[config.mk]
export PLATFORM = sky130hd
export DESIGN_NAME = apb_master_controller
export DESIGN_NICKNAME = d
export VERILOG_FILES = /design/src/rtl/apb_global_pkg.sv /design/src/rtl/apb_addr_decoder.sv /design/src/rtl/apb_master_controller.sv
export SDC_FILE = /design/constraint.sdc
export NUM_CORES = 1
export LEC_CHECK = 0
export ABC_AREA = 1
export CORE_MARGIN = 10
export CORE_UTILIZATION = 45
export DETAILED_ROUTE_END_ITERATION = 6
export HOLD_SLACK_MARGIN = 0.03
export PLACE_DENSITY = 0.86
export SLEW_MARGIN = 25
export SYNTH_ARGS = -nofsm -noshare
export SYNTH_HDL_FRONTEND = slang
export SYNTH_SLANG_ARGS = --single-unit
[constraint.sdc]
create_clock -name pclk -period 3.02 [get_ports pclk]
set_input_delay 0.604 -clock pclk [delete_from_list [all_inputs] [get_ports pclk]]
set_output_delay 0.604 -clock pclk [all_outputs]
set_load 0.01 [all_outputs]
[src/rtl/apb_global_pkg.sv]
// Shared APB types, memory-map constants and helpers for the APB master controller.
package apb_global_pkg;

  typedef enum logic { READ = 1'b0, WRITE = 1'b1 } tx_type_e;

  typedef enum logic [2:0] {
    NORMAL_SECURE_DATA          = 3'b000,
    PRIVILEGED_SECURE_DATA      = 3'b001,
    NORMAL_NONSECURE_DATA       = 3'b010,
    PRIVILEGED_NONSECURE_DATA   = 3'b011,
    NORMAL_SECURE_INSTR         = 3'b100,
    PRIVILEGED_SECURE_INSTR     = 3'b101,
    NORMAL_NONSECURE_INSTR      = 3'b110,
    PRIVILEGED_NONSECURE_INSTR  = 3'b111
  } protection_type_e;

  typedef enum logic [3:0] {
    SLAVE_0, SLAVE_1, SLAVE_2,  SLAVE_3,  SLAVE_4,  SLAVE_5,  SLAVE_6,  SLAVE_7,
    SLAVE_8, SLAVE_9, SLAVE_10, SLAVE_11, SLAVE_12, SLAVE_13, SLAVE_14, SLAVE_15
  } slave_no_e;

  typedef enum logic [1:0] { IDLE, SETUP, ACCESS, RESP } apb_ctrl_state_e;

  localparam int SLAVE_MEMORY_SIZE_KB = 12;
  localparam int SLAVE_MEMORY_GAP_KB  = 2;
  localparam int SLAVE_REGION_BYTES   = SLAVE_MEMORY_SIZE_KB * 1024;
  localparam int SLAVE_STRIDE_BYTES   = (SLAVE_MEMORY_SIZE_KB + SLAVE_MEMORY_GAP_KB) * 1024;

  function automatic int slave_base_addr(int id);
    return id * SLAVE_STRIDE_BYTES;
  endfunction

endpackage

[src/rtl/apb_addr_decoder.sv]
// Combinational address decode: byte address -> one-hot slave select or decode error.
module apb_addr_decoder
  import apb_global_pkg::*;
#(
  parameter int NO_OF_SLAVES  = 4,
  parameter int ADDRESS_WIDTH = 32,
  parameter int REGION_BYTES  = SLAVE_REGION_BYTES,
  parameter int STRIDE_BYTES  = SLAVE_STRIDE_BYTES
) (
  input  logic [ADDRESS_WIDTH-1:0] addr,
  output logic [NO_OF_SLAVES-1:0]  sel,
  output logic                     decode_error
);
  localparam int AW1 = ADDRESS_WIDTH + 1;

  // One extra bit so base+region never wraps for the top slave.
  logic [AW1-1:0] addr_x;
  assign addr_x = {1'b0, addr};

  for (genvar i = 0; i < NO_OF_SLAVES; i++) begin : g_sel
    localparam logic [AW1-1:0] BASE  = AW1'(i * STRIDE_BYTES);
    localparam logic [AW1-1:0] LIMIT = AW1'(i * STRIDE_BYTES + REGION_BYTES);
    assign sel[i] = (addr_x >= BASE) && (addr_x < LIMIT);
  end

  assign decode_error = (sel == '0);

endmodule

[src/rtl/apb_master_controller.sv]
// Single-outstanding APB master: command in, IDLE/SETUP/ACCESS/RESP sequencing, response out.
module apb_master_controller
  import apb_global_pkg::*;
#(
  parameter int NO_OF_SLAVES      = 4,
  parameter int ADDRESS_WIDTH     = 32,
  parameter int DATA_WIDTH        = 32,
  parameter int SLAVE_MEMORY_SIZE = 12,
  parameter int SLAVE_MEMORY_GAP  = 2,
  parameter int MAX_WAIT_STATES   = 16
) (
  input  logic                      pclk,
  input  logic                      preset_n,
  input  logic                      cmd_valid,
  output logic                      cmd_ready,
  input  logic                      cmd_write,
  input  logic [ADDRESS_WIDTH-1:0]  cmd_addr,
  input  logic [DATA_WIDTH-1:0]     cmd_wdata,
  input  logic [DATA_WIDTH/8-1:0]   cmd_strb,
  input  logic [2:0]                cmd_prot,
  output logic                      rsp_valid,
  input  logic                      rsp_ready,
  output logic [DATA_WIDTH-1:0]     rsp_rdata,
  output logic                      rsp_slverr,
  output logic                      rsp_decerr,
  output logic                      rsp_timeout,
  output logic [ADDRESS_WIDTH-1:0]  paddr,
  output logic [NO_OF_SLAVES-1:0]   pselx,
  output logic                      penable,
  output logic                      pwrite,
  output logic [DATA_WIDTH-1:0]     pwdata,
  output logic [DATA_WIDTH/8-1:0]   pstrb,
  output logic [2:0]                pprot,
  input  logic                      pready,
  input  logic [DATA_WIDTH-1:0]     prdata,
  input  logic                      pslverr
);
  localparam int SW     = DATA_WIDTH / 8;
  localparam int WAIT_W = $clog2(MAX_WAIT_STATES + 1);

  apb_ctrl_state_e           state_q, state_d;
  logic [ADDRESS_WIDTH-1:0]  addr_q, addr_d;
  logic [DATA_WIDTH-1:0]     wdata_q, wdata_d;
  logic [SW-1:0]             strb_q, strb_d;
  logic [2:0]                prot_q, prot_d;
  logic                      write_q, write_d;
  logic [NO_OF_SLAVES-1:0]   sel_q, sel_d;
  logic [WAIT_W-1:0]         wait_q, wait_d;
  logic [DATA_WIDTH-1:0]     rdata_q, rdata_d;
  logic                      slverr_q, slverr_d;
  logic                      decerr_q, decerr_d;
  logic                      timeout_q, timeout_d;

  logic [NO_OF_SLAVES-1:0]   dec_sel;
  logic                      dec_err;

  apb_addr_decoder #(
    .NO_OF_SLAVES  (NO_OF_SLAVES),
    .ADDRESS_WIDTH (ADDRESS_WIDTH),
    .REGION_BYTES  (SLAVE_MEMORY_SIZE * 1024),
    .STRIDE_BYTES  ((SLAVE_MEMORY_SIZE + SLAVE_MEMORY_GAP) * 1024)
  ) u_dec (
    .addr         (cmd_addr),
    .sel          (dec_sel),
    .decode_error (dec_err)
  );

  always_comb begin
    state_d   = state_q;
    addr_d    = addr_q;
    wdata_d   = wdata_q;
    strb_d    = strb_q;
    prot_d    = prot_q;
    write_d   = write_q;
    sel_d     = sel_q;
    wait_d    = wait_q;
    rdata_d   = rdata_q;
    slverr_d  = slverr_q;
    decerr_d  = decerr_q;
    timeout_d = timeout_q;
    unique case (state_q)
      IDLE: if (cmd_valid) begin
        write_d = (tx_type_e'(cmd_write) == WRITE);
        addr_d  = cmd_addr;
        wdata_d = write_d ? cmd_wdata : '0;
        strb_d  = write_d ? cmd_strb  : '0;
        prot_d  = cmd_prot;
        sel_d   = dec_sel;
        wait_d  = '0;
        if (dec_err) begin
          decerr_d = 1'b1;
          state_d  = RESP;
        end else begin
          state_d  = SETUP;
        end
      end
      SETUP: state_d = ACCESS;
      ACCESS: begin
        // prdata/pslverr are only meaningful on the pready=1 cycle.
        if (pready) begin
          rdata_d  = write_q ? '0 : prdata;
          slverr_d = pslverr;
          state_d  = RESP;
        end else begin
          wait_d = wait_q + 1'b1;
          if (wait_d == WAIT_W'(MAX_WAIT_STATES)) begin
            timeout_d = 1'b1;
            state_d   = RESP;
          end
        end
      end
      RESP: if (rsp_ready) begin
        rdata_d   = '0;
        slverr_d  = 1'b0;
        decerr_d  = 1'b0;
        timeout_d = 1'b0;
        state_d   = IDLE;
      end
      default: state_d = IDLE;
    endcase
  end

  always_ff @(posedge pclk) begin
    if (!preset_n) begin
      state_q   <= IDLE;
      addr_q    <= '0;
      wdata_q   <= '0;
      strb_q    <= '0;
      prot_q    <= '0;
      write_q   <= 1'b0;
      sel_q     <= '0;
      wait_q    <= '0;
      rdata_q   <= '0;
      slverr_q  <= 1'b0;
      decerr_q  <= 1'b0;
      timeout_q <= 1'b0;
    end else begin
      state_q   <= state_d;
      addr_q    <= addr_d;
      wdata_q   <= wdata_d;
      strb_q    <= strb_d;
      prot_q    <= prot_d;
      write_q   <= write_d;
      sel_q     <= sel_d;
      wait_q    <= wait_d;
      rdata_q   <= rdata_d;
      slverr_q  <= slverr_d;
      decerr_q  <= decerr_d;
      timeout_q <= timeout_d;
    end
  end

  assign cmd_ready   = (state_q == IDLE);
  assign rsp_valid   = (state_q == RESP);
  assign rsp_rdata   = rdata_q;
  assign rsp_slverr  = slverr_q;
  assign rsp_decerr  = decerr_q;
  assign rsp_timeout = timeout_q;
  assign pselx       = (state_q == SETUP || state_q == ACCESS) ? sel_q : '0;
  assign penable     = (state_q == ACCESS);
  assign paddr       = addr_q;
  assign pwrite      = write_q;
  assign pwdata      = wdata_q;
  assign pstrb       = strb_q;
  assign pprot       = prot_q;

endmodule
==> summary.md, run 1 <==
| Metric | Value |
|---|---|
| TritonCTS Buffers | `17` |
| RD Place Congestion | `0.847` |
| Post-Syn Area | `0.00490 mm2` |
| CP max stage delay | `0.57 ns` |
| Top Ports | `224` |
| Hold Fails Final Rpt | `0` |
| 1st-iter DRT viols | `306` |
| Fin crit share | `0.874` |
| Core box area | `0.0107 mm2` |
| Total routed wirelength | `15700 um` |
| Bufs on Longest Clock Path | `2` |
| Status | `finished clean` |
| Static Leak | `2.83 nW` |
| CP Launch Type | `flip-flop` |
| Clock power frac | `0.307` |
| Worst slew pin tran | `0.684 ns` |
| DRC viols | `0` |
| Clk_lat worst skew | `0.50 ns` |
| Initial core utilization | `0.456` |
| Unique masters post-synth | `33` |
| FILL cells | `840` |
| Flop pwr share | `0.331` |
| Commonest cells in the netlist | `nand2_1 (141), dfxtp_1 (118), nor2_1 (83), a21oi_1 (57), o21ai_0 (39)` |
| Crit path kind | `flip-flop to output pin` |
| CTS sink count | `118` |
| Nets | `932` |
| Crit-path most repeated cell | `inv_1` |
| Area grow syn2layout | `57.7%` |
| Synth Instances | `605` |
| Part of the power in combinational logic | `0.362` |
| CP Cell Sequence | `inv_1, ha_1, nand2_1, inv_1, clkdlybuf4s50_1` |
| CTS tree | `built` |
| Placed Area | `0.00716 mm2` |
| Final setup viols | `0` |
| Initial antenna violation count | `0` |
| Post-Place Cells | `939` |
| Area of the multi-input gates | `0.00223 mm2` |
| Vias in the first global route | `4910` |
| Num rows | `38` |
| Crit. End Element | `output pin` |
| Die area | `0.0155 mm2` |
| Syn nets | `719` |
| Largest net degree at the start of global routing | `71` |
| Reg clk slew, reported paths | `0.05 ns` |
| H-tree levels | `4` |
| Clock Skews | `0.00825 ns` |
| Worst path arrival time | `2.03 ns` |
| Die X | `124 um` |
| Buffers on Ports | `223` |
| Async set-or-reset flop fraction in the synthesized netlist | `0` |
| Vias per cell | `4.93` |
| Crit Path Max Fanout | `5` |
| # diodes | `0` |
| RSZ-0062 raised after global routing | `false` |
| Die Ht | `124 um` |
| Fmax | `379 MHz` |
| Switch share | `0.335` |
| Total gr overflow | `0` |
| Slowest-stage cell, CP | `clkdlybuf4s50_1` |
| Worst Hold Class | `flip-flop to flip-flop` |
| Clk root buf | `clkbuf_8` |
| First-pass DRT Iterations | `4` |
| Sequential share of the synthesized area | `0.482` |
| Pwr dens | `798 mW/mm2` |
| NetSw | `2.07 mW` |
| Flops & latches, synth | `118` |
| Register area | `0.00236 mm2` |
| Slew Viols, Final | `0` |
| GRT Total Usage | `0.196` |
| Via count | `4789` |
| Fin crit period | `2.64 ns` |
| Warnings, synthesis | `0` |
| Synth top area share | `0.482` |
| Max-Cap Viols | `0` |
| Layout cells sized above 1 | `0.155` |
| Synth area leader | `dfxtp_1` |
| Final std cells w/o fill | `971` |
| Critical Path RT | `2.42 ns` |
| Post-CTS Resized | `0` |
| Cell with the most instances after synthesis | `nand2_1` |
| Setup Buffers After CTS | `0` |
| Post-Syn Area per Cell | `8.10 um2` |
| Post-synth EDFFs | `0` |
| Post-route ant nets | `0` |
| Max IR drop VDD | `0.452 mV` |
| Routed length per instance | `16.2 um` |
| Hpwl dp | `11700 um` |
| Rel. slew slack | `0.543` |
| Setup_tns | `0 ns` |
| First-pass GRT wire length | `25300 um` |
| Main synth FF type | `dfxtp_1` |
| Internal power | `4.10 mW` |
| Top cells by area, synth | `dfxtp_1 (48%), nand2_1 (11%), nor2_1 (6.4%), nand3_2 (6.3%), a21oi_1 (5.8%)` |
| Hold-fix buffers, CTS | `0` |
| Final Cell Area | `0.00773 mm2` |
metal layers:
metal  up-vias  routed length (um)  GRT usage
li1       2390                   -          -
met1      2189                6340      0.218
met2       187                7550      0.323
met3        23                1520     0.0894
met4         0                 335     0.0699
met5         -                   0          0
logic make-up (layout without fill, tap and decap cells):
group           after synthesis  count (layout)  synth area share
compound gates              132             132             0.160
xor+xnor                      2               2           0.00511
fa+ha+maj                     4               4            0.0102
buf+inv                      61             287            0.0641
flops                       118             118             0.482
simple gates                288             288             0.279
sequential cells by signal (all words and copies together), names as in the netlist, 2 cells and up:
signal	flops
paddr	32
sel_q	4
pstrb	4
rsp_rdata	32
wait_q	5
pwdata	32
pprot	3
state_q	2
layout make-up:
class	count	area share
Sequential cell	118	0.306
Clock inverter	9	0.0129
Inverter	26	0.0133
Timing Repair Buffer	229	0.296
Multi-Input combinational cell	426	0.289
Tap cell	140	0.0227
Clock buffer	23	0.0604
per-stage QoR:
stage	power, mW	hold WS, ns	util	setup slack (ns)
2_1_floorplan	3.34	0.446	-	1.49
3_3_place_gp	4.24	0.453	0.667	0.713
3_5_place_dp	4.31	0.456	0.667	0.631
4_1_cts	6.23	0.464	0.719	0.387
5_1_grt	6.52	0.483	0.719	0.256
6_report	6.17	0.462	0.719	0.381
power by group through the flow:
stage               logic [mW]  clock network, mW  registers (mW)
finish                    2.23               1.90            2.04
floorplan                 1.16                  0            2.18
global placement          2.19                  0            2.05
CTS                       2.26               1.93            2.04
global route              2.44               2.00            2.08
detailed placement        2.24                  0            2.07
critical path, delay by kind of cell (launching register included):
kind	cells	cell delay (ns)
AND/OR/NAND/NOR	1	0.07
flip-flops	1	0.39
adder cells (fa/ha/maj)	1	0.37
buffers and inverters	3	0.71
final timing paths:
check                          startpoint                      end  slack, ns  cells past startpoint
setup / recovery  state_q[0]$_SDFFE_PN0P_                 pselx[0]       0.38                      5
hold / removal    pwdata[27]$_SDFFE_PN0P_  pwdata[27]$_SDFFE_PN0P_       0.46                      2
setup reg to reg  state_q[0]$_SDFFE_PN0P_   pwdata[8]$_SDFFE_PN0P_       0.97                      8
hold reg to reg   pwdata[27]$_SDFFE_PN0P_  pwdata[27]$_SDFFE_PN0P_       0.46                      2
placed cells by master (no fill, tap or decap), drive strengths merged, types with 7 or more instances in the layout:
cell type	n
a21oi	87
clkbuf	23
clkdlybuf4s50	223
clkinv	7
dfxtp	118
inv	24
nand2	150
nand3	44
nor2	90
o21ai	44
No activity file was read; power rests on OpenSTA's default activity.
==> run 2, diff against run 1 <==
CELL_PAD_IN_SITES_DETAIL_PLACEMENT = 1   (was default)
CELL_PAD_IN_SITES_GLOBAL_PLACEMENT = 2   (was default)
CORE_UTILIZATION = 24   (was 45)
PLACE_DENSITY = default   (was 0.86)
PLACE_DENSITY_LB_ADDON = 0.1   (was default)
==> summary.md, run 2 (same netlist as run 1, synthesis figures left out) <==
| Metric | Value |
|---|---|
| Status | `finished clean` |
| Clk root buf | `clkbuf_16` |
| Hold Fails Final Rpt | `0 (unchanged)` |
| Total routed wirelength | `18300 um (+16%)` |
| Crit. End Element | `output pin` |
| Reg clk slew, reported paths | `0.06 ns (about the same)` |
| Clock Skews | `0.00938 ns (+0.00113 ns)` |
| Crit path kind | `flip-flop to output pin` |
| Crit Path Max Fanout | `5 (unchanged)` |
| Setup ws final | `0.450 ns (+0.0691 ns)` |
| Hpwl dp | `13600 um (+16%)` |
| Critical Path RT | `2.42 ns (about the same)` |
| Max IR drop VDD | `0.466 mV (+3.2%)` |
| CP Launch Type | `flip-flop` |
| CTS tree | `built` |
| Flop pwr share | `0.316 (-0.015)` |
| DRC viols | `0 (unchanged)` |
| First-pass GRT wire length | `28800 um (+14%)` |
| Final setup viols | `0 (unchanged)` |
| Worst Hold Class | `flip-flop to flip-flop` |
| Fin crit period | `2.57 ns (-0.0691 ns)` |
| RD Place Congestion | `0.726 (-14%)` |
| Vias in the first global route | `5214 (+6.2%)` |
| Initial antenna violation count | `0 (unchanged)` |
| Placed Area | `0.00732 mm2 (+2.2%)` |
| H-tree levels | `4 (unchanged)` |
| Core box area | `0.0202 mm2 (+88%)` |
| Most frequent cells in the layout | `clkdlybuf4s50_1 (223), nand2_1 (141), dfxtp_1 (118)` |
| TritonCTS Buffers | `17 (unchanged)` |
| Via count | `4804 (+0.31%)` |
| NetSw | `2.20 mW (+6.6%)` |
| Clk_lat worst skew | `0.41 ns (-0.09 ns)` |
| RSZ-0062 raised after global routing | `false` |
| Worst slew pin tran | `0.743 ns (+0.0593 ns)` |
| Hold-fix buffers, CTS | `0 (unchanged)` |
| Internal power | `4.25 mW (+3.6%)` |
| Dpl ws | `0.568 ns (-0.0624 ns)` |
| Final Cell Area | `0.00795 mm2 (+2.9%)` |
| GRT Total Usage | `0.137 (-0.0595)` |
| Layout cells sized above 1 | `0.160 (+0.00462)` |
| Largest net degree at the start of global routing | `71 (unchanged)` |
| Die X | `163 um (+31%)` |
| Vias per cell | `4.36 (-12%)` |
| Fmax | `389 MHz (+2.7%)` |
| Worst path arrival time | `1.97 ns (-0.06 ns)` |
| Setup Buffers After CTS | `0 (unchanged)` |
| First-pass DRT Iterations | `4 (unchanged)` |
| Part of the power in combinational logic | `0.351 (-0.011)` |
| Top Ports | `224 (unchanged)` |
| Post-route ant nets | `0 (unchanged)` |
| Setup_tns | `0 ns (unchanged)` |
| Pwr dens | `811 mW/mm2 (+1.7%)` |
| Max-Cap Viols | `0 (unchanged)` |
| Most common cell after layout, fill and taps aside | `clkdlybuf4s50_1` |
| Total gr overflow | `0 (unchanged)` |
| # diodes | `0 (unchanged)` |
| Post-Place Cells | `1070 (+14%)` |
| Fin crit share | `0.851 (-0.0229)` |
| Routed length per instance | `16.6 um (+2.4%)` |
| Clock power frac | `0.333 (+0.026)` |
| Die Ht | `163 um (+31%)` |
| Area grow syn2layout | `62.2%` |
| Num rows | `52 (+37%)` |
| Nets | `933 (+0.11%)` |
| Bufs on Longest Clock Path | `2 (unchanged)` |
| Die area | `0.0265 mm2 (+72%)` |
| 1st-iter DRT viols | `120 (-61%)` |
| Initial core utilization | `0.243 (-0.213)` |
| Final std cells w/o fill | `1102 (+13%)` |
| Switch share | `0.341 (+0.00630)` |
| Buffers on Ports | `223 (unchanged)` |
| Static Leak | `2.85 nW (+0.78%)` |
| CTS sink count | `118 (unchanged)` |
| Post-CTS Resized | `0 (unchanged)` |
| Rel. slew slack | `0.504 (-0.0385)` |
| Slew Viols, Final | `0 (unchanged)` |
-- run 2: cell count changes in the layout (fill, tap and decap cells not counted), sizes merged --
cell      change
clkbuf        -6
clkinv        +3
bufinv        +2
buf           +1
clkinvlp      +1
-- run 2: worst paths after layout --
check / from / endpoint / slack (ns) / cells past startpoint
worst min-delay path: pwdata[4]$_SDFFE_PN0P_ / pwdata[4]$_SDFFE_PN0P_ / 0.46 / 2
worst max register to register: state_q[0]$_SDFFE_PN0P_ / rsp_rdata[1]$_SDFFE_PN0P_ / 0.80 / 9
worst max-delay path: state_q[1]$_SDFFE_PN0P_ / pselx[1] / 0.45 / 5
worst min register to register: pwdata[4]$_SDFFE_PN0P_ / pwdata[4]$_SDFFE_PN0P_ / 0.46 / 2
-- run 2: final cells by class --
cell class | instances | area (um2)
Tap cell | 270 | 338
Timing Repair Buffer | 230 | 2280
Clock buffer | 17 | 425
Sequential cell | 118 | 2360
Multi-Input combinational cell | 426 | 2230
Inverter | 26 | 104
Clock inverter | 15 | 205
Fill cell | 2366 | 12200
-- run 2: metrics by stage --
| stage | total power, mW | hold WS, ns | util |
|---|---|---|---|
| global route | 6.90 | 0.485 | 0.394 |
| detailed placement | 4.40 | 0.458 | 0.363 |
| global placement | 4.33 | 0.451 | 0.363 |
| finish | 6.45 | 0.463 | 0.394 |
| CTS | 6.60 | 0.468 | 0.394 |
| floorplan | 3.34 | 0.446 | - |
-- run 2: per-layer routing --
layer  vias up  wire [um]  share of wire  track usage
met2       138       8770           0.48        0.227
met3        11       1620          0.089       0.0640
met5         -          0              0            0
li1       2401          -              -            -
met1      2254       7680           0.42        0.150
met4         0        229          0.013       0.0475
-- run 2: power groups by stage --
stage	Clock, mW	Combinational (mW)	Sequential, mW
finish	2.15	2.26	2.04
floorplan	0	1.16	2.18
CTS	2.22	2.34	2.05
global placement	0	2.27	2.06
detailed placement	0	2.32	2.08
global route	2.30	2.52	2.08
-- run 2: worst max-delay path, stage by stage, from the launching register on --
cell	delay, ns
dfxtp_1	0.39
inv_1	0.06
ha_1	0.38
nand2_1	0.10
inv_1	0.07
clkdlybuf4s50_1	0.57
==> run 3, diff against run 2 <==
==> constraint.sdc (replaced) <==
create_clock -name pclk -period 3.02 [get_ports pclk]
set_input_delay 0.453 -clock pclk [delete_from_list [all_inputs] [get_ports pclk]]
set_output_delay 0.453 -clock pclk [all_outputs]
set_load 0.01 [all_outputs]
==> summary.md, run 3 (same netlist as run 1, synthesis figures left out) <==
| Metric | Value |
|---|---|
| Final std cells w/o fill | `1101 (-0.091%)` |
| CTS tree | `built` |
| Clock Skews | `0.00978 ns (+0.000398 ns)` |
| TritonCTS Buffers | `17 (unchanged)` |
| Crit Path Max Fanout | `5 (unchanged)` |
| DRC viols | `0 (unchanged)` |
| Total routed wirelength | `18500 um (+1.1%)` |
| Hold Fails Final Rpt | `0 (unchanged)` |
| Initial core utilization | `0.243 (unchanged)` |
| Crit. End Element | `output pin` |
| Dpl ws | `0.731 ns (+0.162 ns)` |
| Post-Place Cells | `1069 (-0.093%)` |
| First-pass DRT Iterations | `4 (unchanged)` |
| H-tree levels | `4 (unchanged)` |
| Worst Hold End | `pwdata[15]$_SDFFE_PN0P_` |
| Slew Viols, Final | `0 (unchanged)` |
| Vias in the first global route | `5255 (+0.79%)` |
| Reg clk slew, reported paths | `0.06 ns (about the same)` |
| Bufs on Longest Clock Path | `2 (unchanged)` |
| Final Cell Area | `0.00791 mm2 (-0.60%)` |
| Most common cell after layout, fill and taps aside | `clkdlybuf4s50_1` |
| GRT Total Usage | `0.138 (+0.00172)` |
| Area grow syn2layout | `61.3%` |
| Layout cells sized above 1 | `0.157 (-0.00323)` |
| Num rows | `52 (unchanged)` |
| Setup Buffers After CTS | `0 (unchanged)` |
| FF-to-FF setup slack | `0.87 ns (+0.07 ns)` |
| Fmax | `416 MHz (+6.8%)` |
| Hold_sp | `pwdata[15]$_SDFFE_PN0P_` |
| Top Ports | `224 (unchanged)` |
| Clock power frac | `0.320 (-0.013)` |
| Max IR drop VDD | `0.447 mV (-4.0%)` |
| Clk root buf | `clkbuf_16` |
| Hold-fix buffers, CTS | `0 (unchanged)` |
| Worst path arrival time | `1.95 ns (-0.02 ns)` |
| Switch share | `0.345 (+0.00404)` |
| R2r endpoint | `rsp_rdata[26]$_SDFFE_PN0P_` |
| Largest net degree at the start of global routing | `71 (unchanged)` |
| Routed length per instance | `16.8 um (+1.2%)` |
| Nets | `932 (-0.11%)` |
| Hpwl dp | `13700 um (+0.56%)` |
| Min Hold Slack | `0.463 ns (-0.000110 ns)` |
| NetSw | `2.19 mW (-0.50%)` |
| Max-Cap Viols | `0 (unchanged)` |
| Fin crit share | `0.796 (-0.0545)` |
| Fin crit period | `2.41 ns (-0.165 ns)` |
| FILL cells | `2374 (+0.34%)` |
| Die Ht | `163 um (unchanged)` |
| RD Place Congestion | `0.724 (-0.32%)` |
| Worst Hold Class | `flip-flop to flip-flop` |
| Layout Utilization | `0.392 (-0.00236)` |
| Vias per cell | `4.38 (+0.36%)` |
| Status | `finished clean` |
| CTS sink count | `118 (unchanged)` |
| Rel. slew slack | `0.508 (+0.00318)` |
| 1st-iter DRT viols | `160 (+33%)` |
| Placed Area | `0.00731 mm2 (-0.10%)` |
| RSZ-0062 raised after global routing | `false` |
| Static Leak | `2.83 nW (-0.80%)` |
| Crit Reg-Reg Startpoint | `state_q[0]$_SDFFE_PN0P_` |
| Part of the power in combinational logic | `0.358 (+0.007)` |
| First-pass GRT wire length | `29400 um (+2.1%)` |
| Overall power | `6.35 mW (-1.7%)` |
| Die area | `0.0265 mm2 (unchanged)` |
| Final setup viols | `0 (unchanged)` |
| Setup_tns | `0 ns (unchanged)` |
| Worst slew pin tran | `0.739 ns (-0.00477 ns)` |
| Total gr overflow | `0 (unchanged)` |
| Clk_lat worst skew | `0.41 ns (about the same)` |
| Initial antenna violation count | `0 (unchanged)` |
| Flop pwr share | `0.322 (+0.006)` |
| Min-Delay Path Depth | `2 (unchanged)` |
| Critical Path RT | `2.57 ns (+0.15 ns)` |
| Pwr dens | `803 mW/mm2 (-1.1%)` |
| Post-CTS Resized | `0 (unchanged)` |
| Buffers on Ports | `223 (unchanged)` |
| CP Launch Type | `flip-flop` |
| Via count | `4817 (+0.27%)` |
| Crit path kind | `flip-flop to output pin` |
| Post-route ant nets | `0 (unchanged)` |
| Core box area | `0.0202 mm2 (unchanged)` |
| Die X | `163 um (unchanged)` |
| Setup ws final | `0.615 ns (+0.165 ns)` |
| Most frequent cells in the layout | `clkdlybuf4s50_1 (223), nand2_1 (141), dfxtp_1 (118)` |
| Worst Reg-to-Reg Cells | `9 (unchanged)` |
| Internal power | `4.15 mW (-2.3%)` |
## run 3: cell types whose count changed in the layout (fill, tap and decap cells not counted), sizes merged
cell	change
buf	-1
bufinv	-1
clkbuf	+1
diode	+1
inv	-1
## run 3: area by class of cell
cell class | instances | area, um2 | area share
inverters | 26 | 104 | 0.0131
clock inverters | 13 | 159 | 0.0201
flip-flops and latches | 118 | 2360 | 0.299
repair buffers | 229 | 2280 | 0.288
well taps | 270 | 338 | 0.0427
multi-input cells | 426 | 2230 | 0.283
clock buffers | 18 | 429 | 0.0543
diodes | 1 | 2.50 | 0.000317
## run 3: worst max path at each step
stage | from | to | slack, ns | cells past startpoint
floorplan | state_q[0]$_SDFFE_PN0P_ | wait_q[2]$_SDFFE_PN0P_ | 1.49 | 9
global placement | pready | rsp_rdata[1]$_SDFFE_PN0P_ | 0.78 | 7
detailed placement | pready | rsp_rdata[2]$_SDFFE_PN0P_ | 0.73 | 7
CTS | state_q[1]$_SDFFE_PN0P_ | pselx[0] | 0.55 | 5
global route | state_q[1]$_SDFFE_PN0P_ | pselx[3] | 0.49 | 5
finish | state_q[1]$_SDFFE_PN0P_ | pselx[0] | 0.61 | 5
## run 3: critical path, cell delays in order, from the launching register on
cell and delay, ns:
dfxtp_1 0.38, inv_1 0.06, ha_1 0.40, nand2_1 0.08, inv_1 0.06, clkdlybuf4s50_1 0.56
## run 3: per-layer routing
metal,vias to the layer above,GRT usage,share of wire
li1,2391,-,-
met1,2270,0.159,0.42
met2,142,0.227,0.47
met3,14,0.0586,0.087
met4,0,0.0484,0.015
met5,-,0,0
## run 3: power by group through the flow
stage | combinational (mW) | clock [mW] | sequential [mW]
after floorplan | 1.16 | 0 | 2.18
after global placement | 2.27 | 0 | 2.06
after detailed placement | 2.33 | 0 | 2.07
after CTS | 2.34 | 2.10 | 2.05
after global routing | 2.53 | 2.18 | 2.08
final | 2.27 | 2.03 | 2.04
